--- config.mk ---
export PLATFORM = sky130hd
export DESIGN_NAME = tf_expgen
export DESIGN_NICKNAME = d
export VERILOG_FILES = /design/src/rtl/tf_expgen.sv
export SDC_FILE = /design/constraint.sdc
export NUM_CORES = 1
export LEC_CHECK = 0
export ABC_CLOCK_PERIOD_IN_PS = 2900
export BUFFER_PORTS_ARGS = -buffer_cell sky130_fd_sc_hd__buf_4
export CAP_MARGIN = 10
export CORE_MARGIN = 2
export CORE_UTILIZATION = 55
export DETAILED_ROUTE_END_ITERATION = 10
export GPL_TIMING_DRIVEN = 1
export PLACE_DENSITY = 0.79
export SKIP_CTS_REPAIR_TIMING = 1
export SLEW_MARGIN = 20
export SYNTH_ARGS = -nofsm -noshare
export SYNTH_HDL_FRONTEND = slang
export SYNTH_SLANG_ARGS = --single-unit
--- constraint.sdc ---
create_clock -name CLK -period 2.9 [get_ports CLK]
set_input_delay 0.145 -clock CLK [delete_from_list [all_inputs] [get_ports CLK]]
set_output_delay 0.145 -clock CLK [all_outputs]
set_load 0.01 [all_outputs]
--- src/rtl/tf_expgen.sv ---
// tf_expgen: twiddle exponent (ROM address) generator for a 512-point FFT,
// four butterfly lanes per cycle, 64 groups per stage, NSTAGE stages per frame.
// Build macro TF_EXPGEN_DIT_EN selects DIT exponent order; default build is DIF.

module tf_expgen #(
  parameter int NSTAGE = 9
) (
  input  logic       CLK,
  input  logic       RST,
  input  logic       START,
  input  logic       HOLD,
  output logic [7:0] EXP0,
  output logic [7:0] EXP1,
  output logic [7:0] EXP2,
  output logic [7:0] EXP3,
  output logic       VALID,
  output logic       TF_VALID,
  output logic [3:0] STAGE,
  output logic       LAST,
  output logic       BUSY,
  output logic       DONE
);

  typedef enum logic [1:0] {
    IDLE = 2'd0,
    RUN  = 2'd1,
    FIN  = 2'd2
  } state_t;

  localparam logic [3:0] LAST_STG = 4'(NSTAGE - 1);

  state_t          state_q, state_d;
  logic [5:0]      cnt_q, cnt_d;
  logic [3:0]      stg_q, stg_d;
  logic [3:0][7:0] exp_q, exp_d;
  logic            valid_q, valid_d;
  logic            tf_valid_q, tf_valid_d;
  logic [3:0]      stage_q, stage_d;
  logic            last_q, last_d;
  logic            done_q, done_d;
  logic            last_group;

  // Exponent of one lane: butterfly index j = 4*cnt + lane, masked and shifted by stage.
  function automatic logic [7:0] lane_exp(input logic [5:0] cnt,
                                          input logic [1:0] lane,
                                          input logic [3:0] stg);
    logic [7:0] j;
    logic [7:0] mask;
    j = {cnt, lane};
`ifdef TF_EXPGEN_DIT_EN
    mask = ~(8'hFF << stg);
    return (j & mask) << (4'd8 - stg);
`else
    mask = 8'hFF >> stg;
    return (j & mask) << stg;
`endif
  endfunction

  assign last_group = (cnt_q == 6'd63) && (stg_q == LAST_STG);

  // Next-state, counter and registered-output computation.
  always_comb begin
    state_d    = state_q;
    cnt_d      = cnt_q;
    stg_d      = stg_q;
    exp_d      = exp_q;
    valid_d    = 1'b0;
    tf_valid_d = valid_q;
    stage_d    = stage_q;
    last_d     = 1'b0;
    done_d     = 1'b0;
    case (state_q)
      IDLE: begin
        if (START) begin
          state_d = RUN;
          cnt_d   = 6'd0;
          stg_d   = 4'd0;
        end
      end
      RUN: begin
        if (!HOLD) begin
          valid_d = 1'b1;
          stage_d = stg_q;
          last_d  = last_group;
          for (int l = 0; l < 4; l++) begin
            exp_d[l] = lane_exp(cnt_q, 2'(l), stg_q);
          end
          cnt_d = cnt_q + 6'd1;
          if (cnt_q == 6'd63) begin
            if (last_group) begin
              stg_d   = 4'd0;
              state_d = FIN;
            end else begin
              stg_d = stg_q + 4'd1;
            end
          end
        end
      end
      FIN: begin
        state_d = IDLE;
        done_d  = 1'b1;
      end
      default: state_d = IDLE;
    endcase
  end

  // State and output registers with synchronous reset.
  always_ff @(posedge CLK) begin
    if (RST) begin
      state_q    <= IDLE;
      cnt_q      <= '0;
      stg_q      <= '0;
      exp_q      <= '0;
      valid_q    <= 1'b0;
      tf_valid_q <= 1'b0;
      stage_q    <= '0;
      last_q     <= 1'b0;
      done_q     <= 1'b0;
    end else begin
      state_q    <= state_d;
      cnt_q      <= cnt_d;
      stg_q      <= stg_d;
      exp_q      <= exp_d;
      valid_q    <= valid_d;
      tf_valid_q <= tf_valid_d;
      stage_q    <= stage_d;
      last_q     <= last_d;
      done_q     <= done_d;
    end
  end

  assign EXP0     = exp_q[0];
  assign EXP1     = exp_q[1];
  assign EXP2     = exp_q[2];
  assign EXP3     = exp_q[3];
  assign VALID    = valid_q;
  assign TF_VALID = tf_valid_q;
  assign STAGE    = stage_q;
  assign LAST     = last_q;
  assign BUSY     = (state_q == RUN);
  assign DONE     = done_q;

endmodule

# Word level (Yosys, flattened, before mapping)
# Index checks and enable logic that the tools add are counted.
# totals
regBits,52
inputBits,4
output_inout_bits,41
# classes
n_addsub,2
eq_ne,8
n_shift,5
muxes,15
n_bitwise,6
n_reduce_logical,9
# op_table
op,count
8-bit bitwise AND,4
8-bit by 4-bit << shifter with 8-bit output,4
4-bit 2-to-1 mux,4
6-bit 2-to-1 mux,2
6-bit one-hot mux with 2 select lines,1
2-bit 2-to-1 mux,4
4-bit one-hot mux with 2 select lines,1
4-bit AND reduction,2
8-bit by 4-bit right shift with 8-bit output (first input constant),1
6-bit by 1-bit adder with 6-bit output (second input constant),1
6-bit == test (second input constant),1
4-bit by 1-bit adder with 4-bit output (second input constant),1
4-bit == test (second input constant),1
2-bit by 1-bit != test with 1-bit output (second input constant),2
2-bit != test (second input constant),2
2-bit one-hot mux with 2 select lines,1
3-bit AND reduction,1
3-bit OR reduction,1
2-bit by 1-bit == test with 1-bit output (second input constant),1
2-bit == test (second input constant),1
2-bit zero test,1
1-bit 2-to-1 mux,2
1-bit NOT,2
2-bit AND reduction,1
3 further kinds,3

# Depth between registers and ports, before layout
# Gate-level depths: netlist of the first run.
# depth
word_depth,6
ltp_mapped,7
ltp_nobuf,7

# Worst setup path after synthesis of the first run
# Ideal clock, no wire load.
# synth_path
path_type,register to register
start,reg stg_q[2]
end,"reg exp_q, in the netlist EXP2[6]"
setup_time_ns,0.117
arrival_time_ns,1.695
setup_slack_ns,1.088
path_stages_with_launch,8
path_buffers,1
path_cell_list,dfxtp_1 inv_1 clkbuf_1 ha_1 and3_1 a311oi_1 o21ai_0 a32o_1
# synth_between
elab_chain_cells,3
# synth_lines
element,line_no,rtl
"start, declared",34,"logic [3:0] stg_q, stg_d;"
"start signal, assigned",122,stg_q <= stg_d;
8-bit by 4-bit right shift with 8-bit output,54,mask = 8'hFF >> stg;
8-bit bitwise AND,55,return (j & mask) << stg;
8-bit by 4-bit << shifter with 8-bit output *,55,
"end signal, assigned",123,exp_q <= exp_d;
"end, declared",35,"logic [3:0][7:0] exp_q, exp_d;"
# Mark *: on every way between the ends. The rest lies on a longest branch, timed or not.
# A chain may end at the register's enable or synchronous reset.

# Worst setup path after layout of the first run
# layout_path
start,reg state_q[1]
end,reg cnt_q[1]
# layout_between
elab_chain_cells,3
# layout_lines
element,line_no,rtl
"start, declared",32,"state_t state_q, state_d;"
"start signal, assigned",120,state_q <= state_d;
2-bit by 1-bit == test with 1-bit output or 2-bit zero test (tied branches),72,case (state_q)
2-bit != test (no line) or 2-bit nonzero test (tied branches),--,
3-bit AND reduction (no line),--,
"end signal, assigned",121,cnt_q <= cnt_d;
"end, declared",33,"logic [5:0] cnt_q, cnt_d;"
# Several ways; a longest one is shown, not always the timed one.

==> impl_results.md, run 1 <==
* Port Buffers at 41
* CORE AREA at 4350 um2
* Routability cong. at 0.878
* First-pass GRT wire length at 9600 um
* Layout cells sized above 1 at 21.1%
* Top delay family on crit path: simple AND/OR/NAND/NOR gates
* Num Clock Sinks at 48
* GRT Util Overall at between 20% and 30%
* Initial Util at 56.8%
* Power per cell area at 420 nW/um2
* Die H at 71.0 um
* Final Hold Fails at 0
* WP data required at 3.12 ns
* Min Tclk post-route at ~2.1 ns
* DR vias/cell at 6.07
* Root buf cell: clkbuf_8
* Crit path launch type: flop
* Most frequent CP cell: nand2b_1
* Clock-pin slew on the worst setup and hold paths at about 0.09 ns
* Yosys reg bits at 48
* Drt total wl at 5850 um
* VDD IR-drop max at 0.294 mV
* Hold WC Path Type: input pin to flop
* H-tree Lvls at 2
* Routed WL per cell at 15.9 um
* Maxcap violations at 0
* Post-synthesis cell count at 287
* Top_reg_cell synth: dfxtp_1
* Crit-path slowest cell: nand2b_1
* Vias in the first global route at 2073
* Warnings from Yosys at 0
* CP Capture Type: flop
* Row count at 24
* Hpwl dp at 4130 um
* Post-synth ARST share at 0%
* Crit Path Max Fanout at 20
* Syn Std Cell Area at 2470 um2
* Final net count at 325
* Pre-CTS setup slack at 0.802 ns
* Area Growth Syn to Fin at 15.1%
* Avg Cell Area, Syn at 8.61 um2
* Fillcell total at 385
* Overflow after GRT at 0
* N_diodes at 0
* Measured slew at the worst slew-check pin at between 0.7 and 0.8 ns
* Slew Viols, Final at 0
* CP peak stage delay at 0.65 ns
* Drc violations at 0
* Sequential cell area at 961 um2
* Commonest non-fill, non-tap cell in the layout: dfxtp_1
* Initial antenna violation count at 0
* Distinct cells, synth at between 50 and 60
* Clock Skew at approximately 0.0090 ns
* Max clock buf depth at 2
* Post-synth EDFFs at 0
* Via Count at about 2200
* Clock Latency Late Sink at 0.30 ns
* Setup WS post-layout at 0.754 ns
* Leakage at 1.09 nW
* Die width at 71.0 um
* Crit-path cells: nand2b_1 -> nand2b_1 -> buf_4 -> nand2_1 -> o21ai_0
* Total Neg Setup Slack at 0 ns
* I/O pins at between 40 and 50
* TritonCTS clock tree: built
* Crit share post-route at 74.0%
* Power Total at 1.19 mW
* Antenna viol nets, final at 0
* Number of buffers created by CTS at 5
* Most frequent cells in the layout: dfxtp_1, buf_4, nand2_1
* Pre-antenna DRT Iters at 5
* Worst path buffer plus inverter count at 1
* Area of the multi-input gates at 1340 um2
* Setup Viol. Count Final at 0
* CP arrival at 2.36 ns
* Slew margin rel. at between 40% and 50%
* Iteration-0 DRC Markers at approximately 240
* Max frequency at 466 MHz
* Largest net degree at the start of global routing at 44
* WS Path Type: flop to flop
* RSZ-0062 raised after global routing: no
* Die Area at 5050 um2
* Share of the yosys chip area belonging to registers at approximately two fifths
* Status: complete, no violations
-- stage by stage --
| step | instances | hold slack [ns] | util, % | area, um2 |
|---|---|---|---|---|
| 5_1_grt | 369 | 0.0947 | 65.3 | 2840 |
| 2_1_floorplan | 289 | 0.315 | - | 2480 |
| 6_report | 369 | 0.0890 | 65.3 | 2840 |
| 3_5_place_dp | 361 | 0.400 | 63.2 | 2750 |
| 3_3_place_gp | 361 | 0.399 | 63.2 | 2750 |
| 4_1_cts | 369 | 0.0818 | 65.3 | 2840 |
-- area by class of cell --
type	count	area share (%)
clock buffers	8	3.17
inverters	9	1.19
multi-input cells	205	47.2
flip-flops and latches	48	33.8
well taps	52	2.29
repair buffers	47	12.4
-- synth_stat cells, types with 4 or more instances --
library cell | n | area [um2]
nand3b_1 | 5 | 37.5
a41o_1 | 4 | 40.0
o21ai_0 | 10 | 50.1
ha_1 | 5 | 62.6
nor4_1 | 4 | 25.0
nor2b_1 | 4 | 25.0
nand2b_1 | 8 | 50.1
nand3_1 | 7 | 35.0
nand2_1 | 30 | 113
a221oi_1 | 4 | 35.0
a21oi_1 | 19 | 95.1
buf_4 | 5 | 37.5
o211ai_1 | 4 | 30.0
a22oi_1 | 5 | 37.5
nor3_1 | 6 | 30.0
clkbuf_1 | 13 | 48.8
dfxtp_1 | 48 | 961
buf_2 | 6 | 30.0
nor2_1 | 24 | 90.1
inv_1 | 9 | 33.8
a211oi_1 | 12 | 90.1
-- state kept, by name, indices dropped and copies added, names as in the netlist --
signal and count:
DONE 1, EXP0 6, EXP1 8, EXP2 7, EXP3 7, LAST 1, STAGE 4, TF_VALID 1
VALID 1, cnt_q 6, state_q 2, stg_q 4
-- final timing paths --
| path | start | to | slack [ns] | cells after the start |
|---|---|---|---|---|
| worst max-delay path | state_q[1] | cnt_q[1] | 0.75 | 5 |
| worst min-delay path | HOLD | state_q[1] | 0.09 | 2 |
| worst max register to register | state_q[1] | cnt_q[1] | 0.75 | 5 |
| worst min register to register | EXP0[5] | EXP0[5] | 0.45 | 2 |
-- power breakdown --
group          internal, mW  switching [mW]  total [mW]
combinational        0.0393          0.0729       0.112
clock                 0.195           0.209       0.404
sequential            0.667          0.0113       0.679
total                 0.901           0.293        1.19
-- routing by layer --
metal / global-route usage, % / up-vias / wire length, um
li1: - / 1104 / -
met1: 31.4 / 1039 / 2610
met2: 38.0 / 83 / 2750
met3: 5.41 / 15 / 373
met4: 7.13 / 0 / 118
met5: 0 / - / 0
-- worst register-to-register path: cells and delay by family, from the launching register on --
family                 cells  cell delay [ns]
flip-flops                 1             0.56
buffers and inverters      1             0.32
AO/OA/AOI/OAI              1             0.16
AND/OR/NAND/NOR            3             1.02
-- kinds of logic after synthesis --
kind of cell / after synthesis / share of synthesized area (%)
adders and majority gates: 5 / 2.53
DFF: 48 / 38.9
AOI/OAI and AO/OA: 89 / 28.2
and+or+nand+nor: 104 / 21.6
xor gates and xnor gates: 3 / 1.06
muxes: 1 / 0.405
buffers and inverters: 36 / 7.14
other: 1 / 0.152
Note: power is estimated with default switching activity, not from simulation.
==> run 2: changes to the inputs <==
- ABC_CLOCK_PERIOD_IN_PS: 2900 -> 2200
- clock period: 2.9 -> 2.2 ns (I/O delays scaled with it)
==> run 2 against run 1 <==
Power increased by 46%. Worst setup slack worse by 0.54 ns. First-iteration DRC count fell by 4.3%. Core utilization increased by 2.0 points. Die area stayed put. Cell count rose by 1.9%. Sequential power is 31% higher. Design area up 3.1%. Critical path type unchanged. Largest power group unchanged.
==> impl_results.md, run 2 (synthesis gave the netlist of run 1 again) <==
* Overflow after GRT at 0
* Pre-CTS setup slack at 0.266 ns
* Total Neg Setup Slack at 0 ns
* Slew margin rel. at 53.6%
* Vias in the first global route at roughly 2100
* Area Growth Syn to Fin at 18.7%
* Pre-antenna DRT Iters at 4
* Crit-path slowest cell: dfxtp_1
* R2r startpoint: stg_q[1]
* Crit path launch type: flop
* Crit share post-route at 90.2%
* Drt total wl at 5860 um
* Layout cells sized above 1 at 23.5%
* Status: complete, no violations
* Power Total at 1.75 mW
* Hpwl dp at 4160 um
* Hold wc startpoint: HOLD
* CP Capture Type: flop
* Drc violations at 0
* Crit-path cells: ha_1 -> inv_1 -> ha_1 -> and3_1 -> a311oi_1 -> o21ai_0 -> a32o_1
* RSZ-0062 raised after global routing: no
* Routed WL per cell at 15.6 um
* CP peak stage delay at around 0.38 ns
* Max frequency at roughly 500 MHz
* Setup Viol. Count Final at 0
* Fillcell total at between 300 and 400
* Crit Path Max Fanout at 3
* Initial Util at 56.8%
* TritonCTS clock tree: built
* Clock Skew at roughly 0.0060 ns
* DR vias/cell at 6.01
* Min Tclk post-route at roughly 2.0 ns
* First-pass GRT wire length at 9830 um
* Slew Viols, Final at 0
* Hold WC Path Type: input pin to flop
* VDD IR-drop max at 0.363 mV
* Final net count at 332
* Power per cell area at ~600 nW/um2
* CP arrival at ~2.2 ns
* Routability cong. at 0.926
* Initial antenna violation count at 0
* Most frequent cells in the layout: buf_4, dfxtp_1, nand2_1
* Number of buffers created by CTS at 5
* Max FFs per register at 8
* Die H at 71.0 um
* Clock-pin slew on the worst setup and hold paths at 0.09 ns
* I/O pins at 45
* Row count at 24
* Area post-placement at approximately 2800 um2
* WP data required at 2.40 ns
* Post-layout util at 67.4%
* Iteration-0 DRC Markers at 225
* Critical Path Start: stg_q[1]
* Commonest non-fill, non-tap cell in the layout: buf_4
* H-tree Lvls at 2
* Worst path buffer plus inverter count at 1
* Most frequent CP cell: ha_1
* Measured slew at the worst slew-check pin at 0.689 ns
* CORE AREA at 4350 um2
* Via Count at 2259
* Setup WS post-layout at 0.215 ns
* Num Clock Sinks at 48
* Root buf cell: clkbuf_8
* Top delay family on crit path: compound AO/OA/AOI/OAI gates
* Largest net degree at the start of global routing at 44
* Maxcap violations at 0
* Die width at 71.0 um
* GRT Util Overall at 24.3%
* Max clock buf depth at 2
* Final Instance Area at 2930 um2
* Port Buffers at 41
* Antenna viol nets, final at 0
* Leakage at 1.14 nW
* N_diodes at 0
* WS Path Type: flop to flop
* Final Hold Fails at 0
* Die Area at approximately 5000 um2
* Clock Latency Late Sink at 0.30 ns
-- run 2: changes by cell type in the layout (fill, tap and decap cells not counted), sizes merged --
cell and delta:
bufinv +1, clkbuf -1, buf +7
-- run 2: worst reg2reg max path, cell delays in order, from the launching register on --
cell,delay [ns]
dfxtp_1,0.38
ha_1,0.19
inv_1,0.05
ha_1,0.18
and3_1,0.18
a311oi_1,0.38
o21ai_0,0.24
a32o_1,0.30
-- run 2: path summary, 6_finish.rpt --
| path | slack, ns | end | cells after the start |
|---|---|---|---|
| hold reg to reg | 0.46 | EXP2[1] | 2 |
| hold / removal | 0.05 | state_q[1] | 2 |
| setup reg to reg | 0.22 | EXP1[6] | 7 |
| setup / recovery | 0.22 | EXP1[6] | 7 |
-- run 2: power breakdown --
group	total [mW]	switching, mW	internal (mW)
logic	0.158	0.102	0.0559
registers	0.889	0.00930	0.880
clock network	0.700	0.299	0.401
total	1.75	0.410	1.34
-- run 2: per-layer routing --
metal / vias up / GRT usage, % / share of wire, %
li1: 1121 / - / -
met1: 1056 / 33.3 / 45
met2: 71 / 38.9 / 48
met3: 11 / 3.99 / 5.7
met4: 0 / 8.39 / 1.7
met5: - / 0 / 0
-- run 2: per-stage QoR --
stage | instances | hold WS [ns]
final | 376 | 0.0484
after detailed placement | 368 | 0.363
after global placement | 368 | 0.364
after CTS | 376 | 0.0440
after floorplan | 289 | 0.280
after global routing | 376 | 0.0589
-- run 2: area by class of cell --
class | instances | area, um2 | area share, %
clock inverters | 1 | 30.0 | 1.02
clock buffers | 7 | 96.3 | 3.28
multi-input cells | 205 | 1340 | 45.7
flip-flops and latches | 48 | 961 | 32.8
inverters | 9 | 33.8 | 1.15
well taps | 52 | 65.1 | 2.22
repair buffers | 54 | 405 | 13.8
